--- src/rtl/cache_lookup_ctrl.sv ---
// cache_lookup_ctrl: sequencing controller for a 4-way, 128-set cache tag store.
// Accepts one CPU lookup at a time. On a miss it picks a victim way, issues a
// line-fill read burst, streams fill strobes to the data store and commits the
// new tag.
// Optional feature macro: PLRU_EN selects a 3-bit tree pseudo-LRU per set.
// When PLRU_EN is undefined, a 2-bit round-robin pointer per set is used.
module cache_lookup_ctrl #(
  parameter int ADDR_W = 32,
  parameter int IDX_W  = 7,
  parameter int BEATS  = 16,
  parameter int TAG_W  = ADDR_W - IDX_W - 6
) (
  input  logic                     i_clk,
  input  logic                     i_rst_n,
  input  logic                     i_req_valid,
  output logic                     o_req_ready,
  input  logic [ADDR_W-1:0]        i_req_addr,
  input  logic                     i_flush,
  output logic                     o_resp_valid,
  output logic                     o_resp_hit,
  output logic [1:0]               o_resp_way,
  output logic [IDX_W-1:0]         o_tag_index,
  input  logic [TAG_W-1:0]         i_tag_rd_0,
  input  logic [TAG_W-1:0]         i_tag_rd_1,
  input  logic [TAG_W-1:0]         i_tag_rd_2,
  input  logic [TAG_W-1:0]         i_tag_rd_3,
  output logic                     o_tag_we,
  output logic [IDX_W-1:0]         o_tag_wr_index,
  output logic [1:0]               o_tag_wr_way,
  output logic [TAG_W-1:0]         o_tag_wr_tag,
  output logic                     o_mem_arvalid,
  input  logic                     i_mem_arready,
  output logic [ADDR_W-1:0]        o_mem_araddr,
  output logic [7:0]               o_mem_arlen,
  input  logic                     i_mem_rvalid,
  input  logic                     i_mem_rlast,
  output logic                     o_mem_rready,
  output logic                     o_fill_we,
  output logic [1:0]               o_fill_way,
  output logic [IDX_W-1:0]         o_fill_index,
  output logic [$clog2(BEATS)-1:0] o_fill_beat
);

  localparam int OFF_W  = 6;
  localparam int SETS   = 2**IDX_W;
  localparam int BEAT_W = $clog2(BEATS);
  localparam logic [BEAT_W-1:0] LAST_BEAT = BEAT_W'(BEATS-1);

  typedef enum logic [2:0] {
    S_IDLE, S_LOOKUP, S_MISS_AR, S_FILL, S_UPDATE, S_RESP
  } state_t;

  state_t             r_state;
  state_t             w_nextState;
  logic               r_armed;
  logic [TAG_W-1:0]   r_tag;
  logic [IDX_W-1:0]   r_idx;
  logic [1:0]         r_victim;
  logic               r_respHit;
  logic [1:0]         r_respWay;
  logic [BEAT_W-1:0]  r_beat;
  logic [3:0]         r_valid [SETS];

  logic [TAG_W-1:0]   w_tagRd [4];
  logic [3:0]         w_hitVec;
  logic               w_hit;
  logic [1:0]         w_hitWay;
  logic [1:0]         w_invWay;
  logic               w_anyInvalid;
  logic [1:0]         w_policyWay;
  logic [1:0]         w_victim;
  logic               w_accept;
  logic               w_unusedOffset;

  assign w_tagRd[0] = i_tag_rd_0;
  assign w_tagRd[1] = i_tag_rd_1;
  assign w_tagRd[2] = i_tag_rd_2;
  assign w_tagRd[3] = i_tag_rd_3;

  // Byte offset within the line never affects the lookup.
  assign w_unusedOffset = ^i_req_addr[OFF_W-1:0];

  // Per-way hit: line must be valid and its stored tag must match.
  always_comb begin
    w_hitVec = '0;
    for (int w = 0; w < 4; w++) begin
      w_hitVec[w] = r_valid[r_idx][w] & (w_tagRd[w] == r_tag);
    end
  end

  // Lowest-numbered hit way and lowest-numbered invalid way.
  always_comb begin
    w_hitWay = '0;
    w_invWay = '0;
    for (int w = 3; w >= 0; w--) begin
      if (w_hitVec[w])        w_hitWay = 2'(w);
      if (!r_valid[r_idx][w]) w_invWay = 2'(w);
    end
  end

  assign w_hit        = |w_hitVec;
  assign w_anyInvalid = ~&r_valid[r_idx];
  assign w_victim     = w_anyInvalid ? w_invWay : w_policyWay;
  assign w_accept     = (r_state == S_IDLE) & r_armed & ~i_flush & i_req_valid;

`ifdef PLRU_EN
  // bit0: 1 -> victim in ways 2/3; bit1 picks within 0/1; bit2 picks within 2/3.
  logic [2:0] r_plru [SETS];

  function automatic logic [2:0] plruTouch(input logic [2:0] bits, input logic [1:0] way);
    logic [2:0] n;
    n = bits;
    if (!way[1]) begin
      n[0] = 1'b1;
      n[1] = ~way[0];
    end else begin
      n[0] = 1'b0;
      n[2] = ~way[0];
    end
    return n;
  endfunction

  assign w_policyWay = r_plru[r_idx][0] ? {1'b1, r_plru[r_idx][2]} : {1'b0, r_plru[r_idx][1]};

  // Tree points away from the most recently used way, on hits and on fills.
  always_ff @(posedge i_clk or negedge i_rst_n) begin
    if (!i_rst_n) begin
      for (int s = 0; s < SETS; s++) r_plru[s] <= '0;
    end else if (r_state == S_LOOKUP && w_hit) begin
      r_plru[r_idx] <= plruTouch(r_plru[r_idx], w_hitWay);
    end else if (r_state == S_UPDATE) begin
      r_plru[r_idx] <= plruTouch(r_plru[r_idx], r_victim);
    end
  end
`else
  logic [1:0] r_rrPtr [SETS];

  assign w_policyWay = r_rrPtr[r_idx];

  // Round-robin pointer advances once per completed fill, never on hits.
  always_ff @(posedge i_clk or negedge i_rst_n) begin
    if (!i_rst_n) begin
      for (int s = 0; s < SETS; s++) r_rrPtr[s] <= '0;
    end else if (r_state == S_UPDATE) begin
      r_rrPtr[r_idx] <= r_rrPtr[r_idx] + 2'd1;
    end
  end
`endif

  // Valid bits: flush wipes everything while idle, a committed fill sets one.
  always_ff @(posedge i_clk or negedge i_rst_n) begin
    if (!i_rst_n) begin
      for (int s = 0; s < SETS; s++) r_valid[s] <= '0;
    end else if (r_state == S_IDLE && i_flush) begin
      for (int s = 0; s < SETS; s++) r_valid[s] <= '0;
    end else if (r_state == S_UPDATE) begin
      r_valid[r_idx][r_victim] <= 1'b1;
    end
  end

  // State register.
  always_ff @(posedge i_clk or negedge i_rst_n) begin
    if (!i_rst_n) r_state <= S_IDLE;
    else          r_state <= w_nextState;
  end

  // Request capture, lookup result, victim choice and fill beat counter.
  always_ff @(posedge i_clk or negedge i_rst_n) begin
    if (!i_rst_n) begin
      r_armed   <= 1'b0;
      r_tag     <= '0;
      r_idx     <= '0;
      r_victim  <= '0;
      r_respHit <= 1'b0;
      r_respWay <= '0;
      r_beat    <= '0;
    end else begin
      r_armed <= 1'b1;
      if (w_accept) begin
        r_tag <= i_req_addr[ADDR_W-1 -: TAG_W];
        r_idx <= i_req_addr[OFF_W +: IDX_W];
      end
      if (r_state == S_LOOKUP) begin
        r_respHit <= w_hit;
        if (w_hit) r_respWay <= w_hitWay;
        else       r_victim  <= w_victim;
      end
      if (r_state == S_MISS_AR && i_mem_arready) r_beat <= '0;
      if (r_state == S_FILL && i_mem_rvalid && r_beat != LAST_BEAT) r_beat <= r_beat + 1'b1;
      if (r_state == S_UPDATE) r_respWay <= r_victim;
    end
  end

  // Next-state and per-state strobes.
  always_comb begin
    w_nextState   = r_state;
    o_req_ready   = 1'b0;
    o_resp_valid  = 1'b0;
    o_tag_we      = 1'b0;
    o_mem_arvalid = 1'b0;
    o_mem_rready  = 1'b0;
    case (r_state)
      S_IDLE: begin
        o_req_ready = r_armed & ~i_flush;
        if (w_accept) w_nextState = S_LOOKUP;
      end
      S_LOOKUP:  w_nextState = w_hit ? S_RESP : S_MISS_AR;
      S_MISS_AR: begin
        o_mem_arvalid = 1'b1;
        if (i_mem_arready) w_nextState = S_FILL;
      end
      S_FILL: begin
        o_mem_rready = 1'b1;
        if (i_mem_rvalid && i_mem_rlast) w_nextState = S_UPDATE;
      end
      S_UPDATE: begin
        o_tag_we    = 1'b1;
        w_nextState = S_RESP;
      end
      S_RESP: begin
        o_resp_valid = 1'b1;
        w_nextState  = S_IDLE;
      end
      default: w_nextState = S_IDLE;
    endcase
  end

  assign o_resp_hit     = r_respHit;
  assign o_resp_way     = r_respWay;
  assign o_tag_index    = r_idx;
  assign o_tag_wr_index = r_idx;
  assign o_tag_wr_way   = r_victim;
  assign o_tag_wr_tag   = r_tag;
  assign o_mem_araddr   = {r_tag, r_idx, OFF_W'(0)};
  assign o_mem_arlen    = 8'(BEATS-1);
  assign o_fill_we      = o_mem_rready & i_mem_rvalid;
  assign o_fill_way     = r_victim;
  assign o_fill_index   = r_idx;
  assign o_fill_beat    = r_beat;

endmodule
--- config.mk ---
export PLATFORM = sky130hd
export DESIGN_NAME = cache_lookup_ctrl
export DESIGN_NICKNAME = d
export VERILOG_FILES = /design/src/rtl/cache_lookup_ctrl.sv
export SDC_FILE = /design/constraint.sdc
export NUM_CORES = 2
export LEC_CHECK = 0
export ABC_CLOCK_PERIOD_IN_PS = 9500
export CORE_ASPECT_RATIO = 0.9
export CORE_MARGIN = 5
export CORE_UTILIZATION = 55
export CTS_CLUSTER_DIAMETER = 40
export DETAILED_ROUTE_END_ITERATION = 8
export PLACE_DENSITY_LB_ADDON = 0.12
export SYNTH_ARGS = -nofsm -noshare
export SYNTH_HDL_FRONTEND = slang
export SYNTH_SLANG_ARGS = --single-unit
--- constraint.sdc ---
create_clock -name i_clk -period 9.5 [get_ports i_clk]
set_clock_uncertainty 0.05 [all_clocks]
set_input_delay 1.425 -clock i_clk [delete_from_list [all_inputs] [get_ports i_clk]]
set_output_delay 1.425 -clock i_clk [all_outputs]
set_load 0.01 [all_outputs]
Word level (Yosys, flattened, before mapping)

Cells that the tools add are included.

Bitwise operators: 13
Mux-type cells: 39
Reduce and logical (&&, ||, !) cells: 17
Add/subtract/negate cells: 2
Magnitude comparators: 4
Equal/unequal tests: 13

Operators by type and width:

| cell                                                       | number |
|---|---|
| 2-to-1 mux 512 bit                                         | 2 |
| bitwise OR 512 bit                                         | 1 |
| bitwise mux 256 bit                                        | 1 |
| equality test 19 bit                                       | 4 |
| 2-to-1 mux 2 bit                                           | 15 |
| binary-select mux 4 bit (select 7 bit)                     | 1 |
| demux 4 bit (select 7 bit)                                 | 1 |
| 2-to-1 mux 4 bit                                           | 5 |
| one-hot mux 3 bit (5 select lines)                         | 1 |
| binary-select mux 2 bit (select 7 bit)                     | 1 |
| demux 2 bit (select 7 bit)                                 | 1 |
| 2-to-1 mux 3 bit                                           | 4 |
| AND 1 bit                                                  | 9 |
| >= comparator 8 bit, second input constant                 | 1 |
| less-than comparator 8 x 1 -> 1 bit, second input constant | 1 |
| inverter 7 -> 8 bit                                        | 1 |
| nonzero test 2 bit                                         | 4 |
| logical AND 1 bit                                          | 7 |
| equality test 3 x 2 -> 1 bit, second input constant        | 2 |
| equality test 3 bit, second input constant                 | 2 |
| 2-to-1 mux 1 bit                                           | 6 |
| adder 4 x 1 -> 4 bit, second input constant                | 1 |
| inequality test 2 bit, second input constant               | 2 |
| inequality test 4 bit, second input constant               | 1 |
| 12 further kinds                                           | 14 |

Logic and storage cells: 352
Bits in registers: 807
Output and inout bits: 97
Bits of input ports: 115

Logic depth before layout (Yosys ltp)

Word-level depth: 12
Depth in mapped cells: 14

Worst setup path before layout

Ideal clock, no wire load.

Path type: register -> register
Start: reg r_idx[0] (netlist: o_fill_index[0])
End: reg r_victim[1] (netlist: o_fill_way[1])
Period minus slack after synthesis: 3.202 ns
Setup slack: 6.298 ns
Buffers on the path: 3
Cell stages (with the launch flop): 12
Data arrival time: 3.024 ns
Cells stage by stage: dfrtp_1 buf_6 buf_4 buf_2 mux4_2 mux2i_1 o22ai_1 o22ai_1 nor4_1 a2111oi_2 nand2_2 mux2_1

Cells in the longest elaborated chain, start to end: 9
Elaborated cells on any way between the ends: 20
Classes of those cells: mux: 11; bitwise: 6; reduce/logical: 3

RTL lines:

| element                                             | RTL line    | RTL |
|---|---|---|
| start: declaration                                  | 57          | `logic [IDX_W-1:0] r_idx;` |
| start signal: assignment                            | 181         | `r_idx <= i_req_addr[OFF_W +: IDX_W];` |
| inverter 7 -> 8 bit (not written as such) (*)       | n/a         |  |
| binary-select mux 4 bit (select 7 bit)              | 87, 97, 102 |  |
| 2-to-1 mux 4 bit (not written as such) (2 in a row) | 87, 97, 102 |  |
| 2-to-1 mux 2 bit (4 in a row)                       | 97          | `if (!r_valid[r_idx][w]) w_invWay = 2'(w);` |
| 2-to-1 mux 2 bit                                    | 103         | `assign w_victim = w_anyInvalid ? w_invWay : w_policyWay;` |
| end signal: assignment                              | 186         | `else r_victim <= w_victim;` |
| end: declaration                                    | 58          | `logic [1:0] r_victim;` |

Mark *: on every way between the ends. The rest lies on a longest branch, timed or not. The select of a mux whose other input is x is not followed.
A chain may end at the register's enable or synchronous reset.

Final worst setup path

Start: reg r_idx[0] (netlist: o_fill_index[0])
End: reg r_rrPtr[21] (netlist name)

Cells in the longest elaborated chain, start to end: 6
Elaborated cells on any way between the ends: 11
Classes of those cells: add/sub: 1; order compare: 2; mux: 6; bitwise: 1; reduce/logical: 1

RTL lines:

| element                                                                     | RTL line | RTL |
|---|---|---|
| inverter 7 -> 8 bit (not written as such) (*)                               | 145      | `r_rrPtr[r_idx] <= r_rrPtr[r_idx] + 2'd1;` |
| binary-select mux 2 bit (select 7 bit), or another cell as far along        | 145      |  |
| 2-to-1 mux 2 bit (not written as such) or logical AND 1 bit (tied branches) | 145      |  |
| 2-to-1 mux 2 bit (not written as such)                                      | 145      |  |
| adder 2 x 1 -> 2 bit or demux 2 bit (select 7 bit) (tied branches)          | 145      |  |
| bitwise mux 256 bit (*)                                                     | 145      |  |
| end signal: indexed assignment                                              | 145      |  |
| end: declaration                                                            | 136      | `logic [1:0] r_rrPtr [SETS];` |

Marks and branches as above.

==> results.md <==
- DR vias: ~27000
- Starting density of the core: roughly 56%
- Tmin final: 5.684 ns
- Leak Pwr: between 0.015 and 0.02 uW
- Worst-Margin Slew: 1.383 ns
- DR pass1 iterations: 8
- Final HPWL DP: ~70 mm
- WP data arrival: between 6 and 7 ns
- Total gr overflow: 0
- Slew Limit Fails: 0
- Slew HR: between 7 and 8%
- Ys Warns: 0
- Endpoints failing setup: 0
- Resize count post-CTS: 0
- Largest net degree at the start of global routing: 250
- Max VDD drop: roughly 0.45 mV
- Hold Path Class: flop to flop
- Antenna violations before repair: 1
- Area leader, netlist: dfrtp_1
- Ys flop type: dfrtp_1
- Critical Path RT: about 10 ns
- Vias per inst: around 6.3
- IO Pins: about 210
- First-pass GRT wire length: approximately 170 mm
- DR WL/cell: 25.43 um
- Post-synthesis cell type count: 66
- CTS sink cnt: slightly above 800
- GPL Wtd Cong: roughly 0.86
- CTS H-tree lvls: 3
- # port buffers: between 150 and 200
- Max-cap viol count: 0
- CTS hold repair buffers: 0
- RSZ-0062 raised after global routing: no
- Post-route ant nets: 0
- FP Rows: 90
- CTS tree: yes
- F_max: approximately 180 MHz
- CTS clk-pin slew, worst paths: approximately 0.060 ns
- Final hold vios: 0
- GRT Total Usage: around 30%
- Yosys top cell area share: 54.13%
- Post-synthesis cell area: approximately 37000 um^2
- Syn avg cell area: between 10 and 15 um^2
- Chip Width: between 200 and 300 um
- Final worst-path cycle share: roughly three fifths
- Final Core Density: around 64%
- FILL cells: between 5000 and 6000
- Pwr/cell area: 286.4 nW/um^2
- Layout cells sized above 1: between 20% and 30%
- Fin Hold WS: 0.4214 ns
- Area Overhead vs Synth: 15.30%
- Inserted Diodes: 0
- Post-synthesis sequential area ratio: a little over half
- Critical path peak fanout: slightly below 100
- Setup bufs post-CTS: 0
- Clock buffer depth: 3
- Final instance area: ~43000 um^2
- Latest clock arrival within the worst-skew pair: around 0.67 ns
- Final WL: 108.7 mm
- Placed inst area: ~39000 um^2
- Synth async-reset ratio: 100.0%
- Chip height: 257.1 um
- Register bit total from synthesis: around 810
- Most frequent cells in the layout: dfrtp_1, nand2_1, o21ai_0
- Fin Setup TNS: 0 ns
- Crit path capture type: flop
- Core region area: ~67000 um^2
- Largest cells by area after synthesis: dfrtp_1, mux2_2, mux4_2
- Die area: 73150 um^2
- Status: finished, final reports clean
- CTS buffer count: around 110
- Mapped Cells: 3260
- Drt first-iter violations: roughly 3000
- Nets: between 3000 and 4000
- CTS Root Cell: clkbuf_16
- Type of origin of the critical path: flop
- Number of synthesized flops with an enable pin: 0
- WS Path Type: flop to flop
- Post-route DRC: 0
- Vias in the first global route: 26848
- Most common cell after layout, fill and taps aside: dfrtp_1
final cells by class:
class	count	area [um^2]	area share, %
well taps	874	1094	2.542
flip-flops and latches	807	20200	46.97
inverters	9	33.78	0.07853
clock inverters	65	745.7	1.734
multi-input cells	2144	15600	36.27
clock buffers	134	2960	6.882
repair buffers	241	2380	5.532
state kept, by name, indices dropped and copies added, names as in the netlist:
signal and cells:
o_resp_hit 1, o_fill_beat 4, r_rrPtr 256, o_tag_wr_tag 19, o_resp_way 2, o_fill_index 7, r_valid 512, r_state 3
o_fill_way 2, r_armed 1
per-stage QoR:
step	total power (uW)	instances	setup WS [ns]
after CTS	12330	4274	3.834
after detailed placement	8223	4075	3.877
after global routing	12790	4274	3.500
after floorplan	6872	3273	6.298
after global placement	8117	4075	3.935
final	12320	4274	3.816
logic make-up (layout without fill, tap and decap cells):
group / Yosys count / after routing / synth area share [%]
AND/OR/NAND/NOR: 834 / 834 / 9.045
flip-flops: 807 / 807 / 54.13
AO/OA/AOI/OAI: 702 / 702 / 10.85
multiplexers: 514 / 514 / 19.62
buffers and inverters: 322 / 449 / 4.464
XOR/XNOR: 78 / 78 / 1.831
other: 2 / 15 / 0.02013
adder cells (fa/ha/maj): 1 / 1 / 0.03353
cells in the mapped netlist, types with 34 or more instances:
cell,number
o21ai_0,524
mux2i_1,53
a22oi_1,50
a221oi_1,34
xnor2_1,58
clkbuf_1,171
dfrtp_1,807
nor2_1,42
buf_2,49
mux2_2,294
mux4_2,142
buf_4,71
nand2_1,684
final timing paths:
path / slack (ns) / depth (start not counted) / to / startpoint
worst max-delay path: 3.82 / 10 / r_rrPtr[21]$_DFFE_PN0P_ / o_fill_index[0]$_DFFE_PN0P_
worst min register to register: 0.42 / 2 / r_valid[383]$_DFFE_PN0P_ / r_valid[383]$_DFFE_PN0P_
worst min-delay path: 0.42 / 2 / r_valid[383]$_DFFE_PN0P_ / r_valid[383]$_DFFE_PN0P_
worst max register to register: 3.82 / 10 / r_rrPtr[21]$_DFFE_PN0P_ / o_fill_index[0]$_DFFE_PN0P_
max in group asynchronous: 6.45 / 3 / r_rrPtr[227]$_DFFE_PN0P_ / i_rst_n
min in group asynchronous: 0.81 / 1 / r_valid[341]$_DFFE_PN0P_ / i_rst_n
power breakdown:
group / switching, uW / internal [uW]
registers: 394 / 3750
clock network: 1600 / 2510
logic: 2740 / 1330
layer usage:
metal	vias up	GRT usage [%]	share of wire, %
met3	215	5.735	8.0
met2	1130	45.83	47
li1	11623	-	-
met5	-	0	0
met4	0	9.299	3.4
met1	13976	42.43	42
critical path, cell delays in order (launching register included):
cell and delay (ns):
dfrtp_4 0.81, buf_12 0.60, buf_4 0.73, mux4_2 0.62
o22ai_1 0.24, a211oi_1 0.16, nor4_1 0.32, and3_4 0.75
xor2_4 0.19, buf_4 0.56, mux2_2 0.28
Note: power is estimated with default switching activity, not from simulation.
